===== src/rtl/if_fetch.sv =====
// Instruction-fetch front end: drives the 64-bit instruction ROM and queues {pc, inst} pairs for decode.
// Optional macro FETCH_ALIGN_CHECK_EN adds out_misalign and aligns misaligned redirect targets.
module if_fetch #(
    parameter logic [31:0] RESET_PC = 32'h0000_0000,
    parameter int          DEPTH    = 2,
    parameter logic [31:0] PC_STEP  = 32'd8
) (
    input  logic        clk,
    input  logic        rst,
    output logic        rom_ce,
    output logic [31:0] rom_addr,
    input  logic [63:0] rom_inst,
    output logic        out_valid,
    input  logic        out_ready,
    output logic [31:0] out_pc,
    output logic [63:0] out_inst,
    input  logic        redirect_valid,
`ifdef FETCH_ALIGN_CHECK_EN
    input  logic [31:0] redirect_pc,
    output logic        out_misalign
`else
    input  logic [31:0] redirect_pc
`endif
);

    localparam int             AW       = (DEPTH > 1) ? $clog2(DEPTH) : 1;
    localparam int             PW       = AW + 1;
    localparam logic [PW-1:0]  DEPTH_C  = PW'(DEPTH);
    localparam logic [PW-1:0]  PTR_ONE  = PW'(1);
    localparam logic [PW-1:0]  PTR_ZERO = PW'(0);

    function automatic logic [31:0] redirect_target(input logic [31:0] target);
`ifdef FETCH_ALIGN_CHECK_EN
        return {target[31:3], 3'b000};
`else
        return target;
`endif
    endfunction

    logic [31:0]   pc_q, pc_d;
    logic          rom_ce_q, rom_ce_d;
    logic [PW-1:0] head_q, head_d;
    logic [PW-1:0] tail_q, tail_d;
    logic [PW-1:0] count_q, count_d;
    logic [31:0]   pc_mem_q   [DEPTH];
    logic [31:0]   pc_mem_d   [DEPTH];
    logic [63:0]   inst_mem_q [DEPTH];
    logic [63:0]   inst_mem_d [DEPTH];
`ifdef FETCH_ALIGN_CHECK_EN
    logic          mis_mem_q  [DEPTH];
    logic          mis_mem_d  [DEPTH];
    logic          mis_pend_q, mis_pend_d;
`endif

    logic          out_valid_s;
    logic          pop_s;
    logic          fetch_s;
    logic [AW-1:0] head_idx_s;
    logic [AW-1:0] tail_idx_s;

    // Handshake decode: a push may reuse the slot freed by a same-cycle pop.
    always_comb begin
        out_valid_s = (count_q != PTR_ZERO);
        pop_s       = out_valid_s & out_ready;
        fetch_s     = rom_ce_q & ~redirect_valid & ((count_q < DEPTH_C) | pop_s);
        head_idx_s  = head_q[AW-1:0];
        tail_idx_s  = tail_q[AW-1:0];
    end

    // Next-state for PC, pointers, count and FIFO storage; redirect overrides everything.
    always_comb begin
        pc_d       = pc_q;
        rom_ce_d   = 1'b1;
        head_d     = head_q;
        tail_d     = tail_q;
        count_d    = count_q;
        pc_mem_d   = pc_mem_q;
        inst_mem_d = inst_mem_q;
`ifdef FETCH_ALIGN_CHECK_EN
        mis_mem_d  = mis_mem_q;
        mis_pend_d = mis_pend_q;
`endif
        if (redirect_valid) begin
            pc_d    = redirect_target(redirect_pc);
            head_d  = PTR_ZERO;
            tail_d  = PTR_ZERO;
            count_d = PTR_ZERO;
`ifdef FETCH_ALIGN_CHECK_EN
            mis_pend_d = |redirect_pc[2:0];
`endif
        end else begin
            if (fetch_s) begin
                pc_mem_d[tail_idx_s]   = pc_q;
                inst_mem_d[tail_idx_s] = rom_inst;
                tail_d                 = tail_q + PTR_ONE;
                pc_d                   = pc_q + PC_STEP;
`ifdef FETCH_ALIGN_CHECK_EN
                mis_mem_d[tail_idx_s]  = mis_pend_q;
                mis_pend_d             = 1'b0;
`endif
            end else begin
                tail_d = tail_q;
            end
            if (pop_s) begin
                head_d = head_q + PTR_ONE;
            end else begin
                head_d = head_q;
            end
            case ({fetch_s, pop_s})
                2'b10:   count_d = count_q + PTR_ONE;
                2'b01:   count_d = count_q - PTR_ONE;
                default: count_d = count_q;
            endcase
        end
    end

    // State registers; reset clears the queue and parks the PC at RESET_PC.
    always_ff @(posedge clk or negedge rst) begin
        if (!rst) begin
            pc_q     <= RESET_PC;
            rom_ce_q <= 1'b0;
            head_q   <= PTR_ZERO;
            tail_q   <= PTR_ZERO;
            count_q  <= PTR_ZERO;
            for (int i = 0; i < DEPTH; i++) begin
                pc_mem_q[i]   <= 32'h0000_0000;
                inst_mem_q[i] <= 64'h0000_0000_0000_0000;
`ifdef FETCH_ALIGN_CHECK_EN
                mis_mem_q[i]  <= 1'b0;
`endif
            end
`ifdef FETCH_ALIGN_CHECK_EN
            mis_pend_q <= 1'b0;
`endif
        end else begin
            pc_q       <= pc_d;
            rom_ce_q   <= rom_ce_d;
            head_q     <= head_d;
            tail_q     <= tail_d;
            count_q    <= count_d;
            pc_mem_q   <= pc_mem_d;
            inst_mem_q <= inst_mem_d;
`ifdef FETCH_ALIGN_CHECK_EN
            mis_mem_q  <= mis_mem_d;
            mis_pend_q <= mis_pend_d;
`endif
        end
    end

    // Head entry is presented combinationally and forced to zero when the queue is empty.
    always_comb begin
        rom_ce    = rom_ce_q;
        rom_addr  = pc_q;
        out_valid = out_valid_s;
        if (out_valid_s) begin
            out_pc   = pc_mem_q[head_idx_s];
            out_inst = inst_mem_q[head_idx_s];
        end else begin
            out_pc   = 32'h0000_0000;
            out_inst = 64'h0000_0000_0000_0000;
        end
`ifdef FETCH_ALIGN_CHECK_EN
        if (out_valid_s) begin
            out_misalign = mis_mem_q[head_idx_s];
        end else begin
            out_misalign = 1'b0;
        end
`endif
    end

endmodule


===== config.mk =====
export PLATFORM = sky130hd
export DESIGN_NAME = if_fetch
export DESIGN_NICKNAME = d
export VERILOG_FILES = /design/src/rtl/if_fetch.sv
export SDC_FILE = /design/constraint.sdc
export NUM_CORES = 1
export LEC_CHECK = 0
export BUFFER_PORTS_ARGS = -buffer_cell sky130_fd_sc_hd__buf_2
export CAP_MARGIN = 20
export CORE_UTILIZATION = 50
export CTS_CLUSTER_SIZE = 16
export DETAILED_ROUTE_END_ITERATION = 7
export GPL_ROUTABILITY_DRIVEN = 0
export PLACE_DENSITY = 0.74
export SLEW_MARGIN = 20
export SYNTH_ARGS = -nofsm -noshare
export SYNTH_HDL_FRONTEND = slang
export SYNTH_SLANG_ARGS = --single-unit
export TNS_END_PERCENT = 50

===== constraint.sdc =====
create_clock -name clk -period 3.57 [get_ports clk]
set_input_delay 0.357 -clock clk [delete_from_list [all_inputs] [get_ports clk]]
set_output_delay 0.357 -clock clk [all_outputs]
set_load 0.01 [all_outputs]

==> results.json <==
{
  "required_ps": 3210,
  "io_pins": 230,
  "crit_family": "flip-flops",
  "power_leakage_nw": 5.86,
  "hold_viol_final": 0,
  "track_usage_pct": 21.5,
  "wire_per_inst_um": 17.1,
  "portBuffers": 229,
  "dieArea_um2": 21700,
  "rows": 52,
  "tritoncts": "done",
  "rr_worst_depth": 6,
  "clock-sinks": 229,
  "yosysUniqueCellTypes": 40,
  "cts_root_buf": "clkbuf_16",
  "finalCriticalPeriod_ps": 2700,
  "fin_total_pwr_mw": 7.55,
  "fin_skew_ps": 9.42,
  "min_path_cells": 3,
  "status": "finished clean",
  "postSynthAreaPerCell_um2": 12.7,
  "ys_async_sr_fraction_pct": 100,
  "fmax_ghz": 0.370,
  "first_iter_violations": 276,
  "cap_violations": 0,
  "p_per_area_nw_per_um2": 595,
  "dp_slack_ps": 1280,
  "cp.depth": 4,
  "area_growth_pct": 20.2,
  "syn-num-nets": 935,
  "fin_cells": 1335,
  "wl_um": 22900,
  "end_kind": "output port",
  "final_nets": 1152,
  "finalWorstSetupSlack_ps": 869,
  "ctsResizeCount": 0,
  "remaining_drc_errors": 0,
  "final_cell_mix": "228 x dfrtp_1, 228 x buf_2, 116 x mux2_2, 101 x nor2_1, 97 x mux2i_1",
  "cts-buffers-inserted": 24,
  "worstSetupPathType": "reg -> out",
  "timing.hold.ws_ps": 55.2,
  "place_area_um2": 11900,
  "clk_pin_slew_ps": 60,
  "drive_gt1_share_pct": 38.3,
  "grt_pass1_wl_um": 37600,
  "slowest_stage": "dfrtp_4",
  "synth_cells": 834,
  "worst_slew_pin_slew_ps": 787,
  "yosys_warnings": 0,
  "fill_cells": 1655,
  "utilization_pct": 62.0,
  "hold_start": "redirect_pc[13]",
  "place_hpwl_um": 15100,
  "drtAntennaViolNets": 0,
  "r2r-start": "count_q[1]$_DFFE_PN0P_",
  "overflow": 0,
  "cp-start-kind": "register",
  "crit_start": "head_q[0]$_DFFE_PN0P_",
  "synthFlopType": "dfrtp_1",
  "hold_class": "in -> reg",
  "first_global_vias": 7300,
  "finalSetupTns_ps": 0,
  "slew_viol_final": 0,
  "syn-cell-area_um2": 10600,
  "crit_fanout": 46,
  "ys_seq_area_share_pct": 54.2,
  "regArea_um2": 5730,
  "hold_buffers": 1,
  "clk_latency_ps": 510,
  "slowest_delay_ps": 900,
  "antenna_found_initial": 1,
  "path_cells": "buf_12 -> mux2i_1 -> nor2_1 -> buf_2",
  "die_h_um": 147,
  "htreeDepth": 1,
  "vdd_drop_max_uv": 309,
  "post-route-period-util_pct": 75.6,
  "via_per_inst": 5.34,
  "worst-endpoint-arrival_ps": 2340,
  "start_util_pct": 51.6,
  "multiInputGateArea_um2": 4530,
  "max_slew_margin_pct": 47.5,
  "n_antenna_cell": 0,
  "rsz0062_at_grt": "false",
  "critPathBufInv": 2,
  "setup_viol": 0,
  "post-cts-setup-buffer-count": 0,
  "coreArea_um2": 20500,
  "grt_max_degree": 106,
  "vias": 7131,
  "design_area_um2": 12700,
  "ys_ff_latch": 229,
  "clk_path_buf_depth": 3,
  "firstDrtPassIters": 4,
  "synth_edf_count": 0,
  "placedCellCount": 1294,
  "chipWidth_um": 147,
  "rrSetupSlack_ps": 1450
}
report_power, final:
group          internal (mW)  total, mW  switching, mW
combinational          0.802       1.47          0.666
clock                   1.46       2.43          0.970
sequential              3.26       3.65          0.396
Yosys cell counts (2+ instances only):
master / instances / area share, %
buf_1: 5 / 0.18
o21ai_1: 7 / 0.33
nor2_1: 102 / 3.6
mux2i_1: 97 / 9.2
clkbuf_1: 15 / 0.53
buf_2: 23 / 1.1
dfrtp_1: 229 / 54
mux2_2: 116 / 12
inv_1: 4 / 0.14
nor2_2: 2 / 0.12
nor3_4: 2 / 0.31
mux2_1: 80 / 8.5
buf_6: 9 / 0.96
xnor2_1: 3 / 0.25
and3_1: 6 / 0.36
a21oi_1: 2 / 0.095
xor2_1: 27 / 2.2
o21ai_0: 23 / 1.1
nand3_1: 15 / 0.71
nand2_1: 36 / 1.3
nand4_1: 12 / 0.71
worst register-to-register path: stages, from the launching register on:
cell and delay (ps):
dfrtp_1 470, nand2b_2 130, nand2_4 130, nor2_2 60, nand2_4 400, buf_4 420
mux2_2 380
logic make-up (layout without fill, tap and decap cells):
family,after synthesis,after routing,synth area share [%]
xor gates and xnor gates,30,30,2.49
adders and majority gates,1,1,0.118
muxes,293,293,30.1
other,1,1,0.0355
and+or+nand+nor,189,189,8.41
buffers and inverters,57,288,2.97
DFF,229,229,54.2
AOI/OAI and AO/OA,34,34,1.66
area by class of cell:
type | instances | area share [%]
Clock inverter | 5 | 0.394
Inverter | 4 | 0.118
Multi-Input combinational cell | 548 | 35.7
Timing Repair Buffer | 244 | 10.3
Sequential cell | 229 | 45.1
Clock buffer | 35 | 5.69
Tap cell | 270 | 2.66
sequential cells by signal, indices dropped and copies added (netlist names):
register / cells
rom_addr: 32
inst_mem_q: 128
pc_mem_q: 64
rom_ce: 1
head_q: 1
count_q: 2
tail_q: 1
metal layers:
layer | up-vias | global-route usage, % | wire length, um
met5 | - | 0 | 13
met1 | 3563 | 31.0 | 10700
li1 | 3323 | - | -
met2 | 220 | 34.6 | 10500
met4 | 2 | 4.12 | 261
met3 | 23 | 3.66 | 1380
worst paths after layout:
kind | end
max | out_inst[58]
min | rom_addr[13]$_DFFE_PN0P_
max reg2reg | inst_mem_q[19]$_DFFE_PN0P_
min reg2reg | inst_mem_q[93]$_DFFE_PN0P_
max in group asynchronous | inst_mem_q[2]$_DFFE_PN0P_
min in group asynchronous | inst_mem_q[95]$_DFFE_PN0P_
Note: power is estimated with default switching activity, not from simulation.
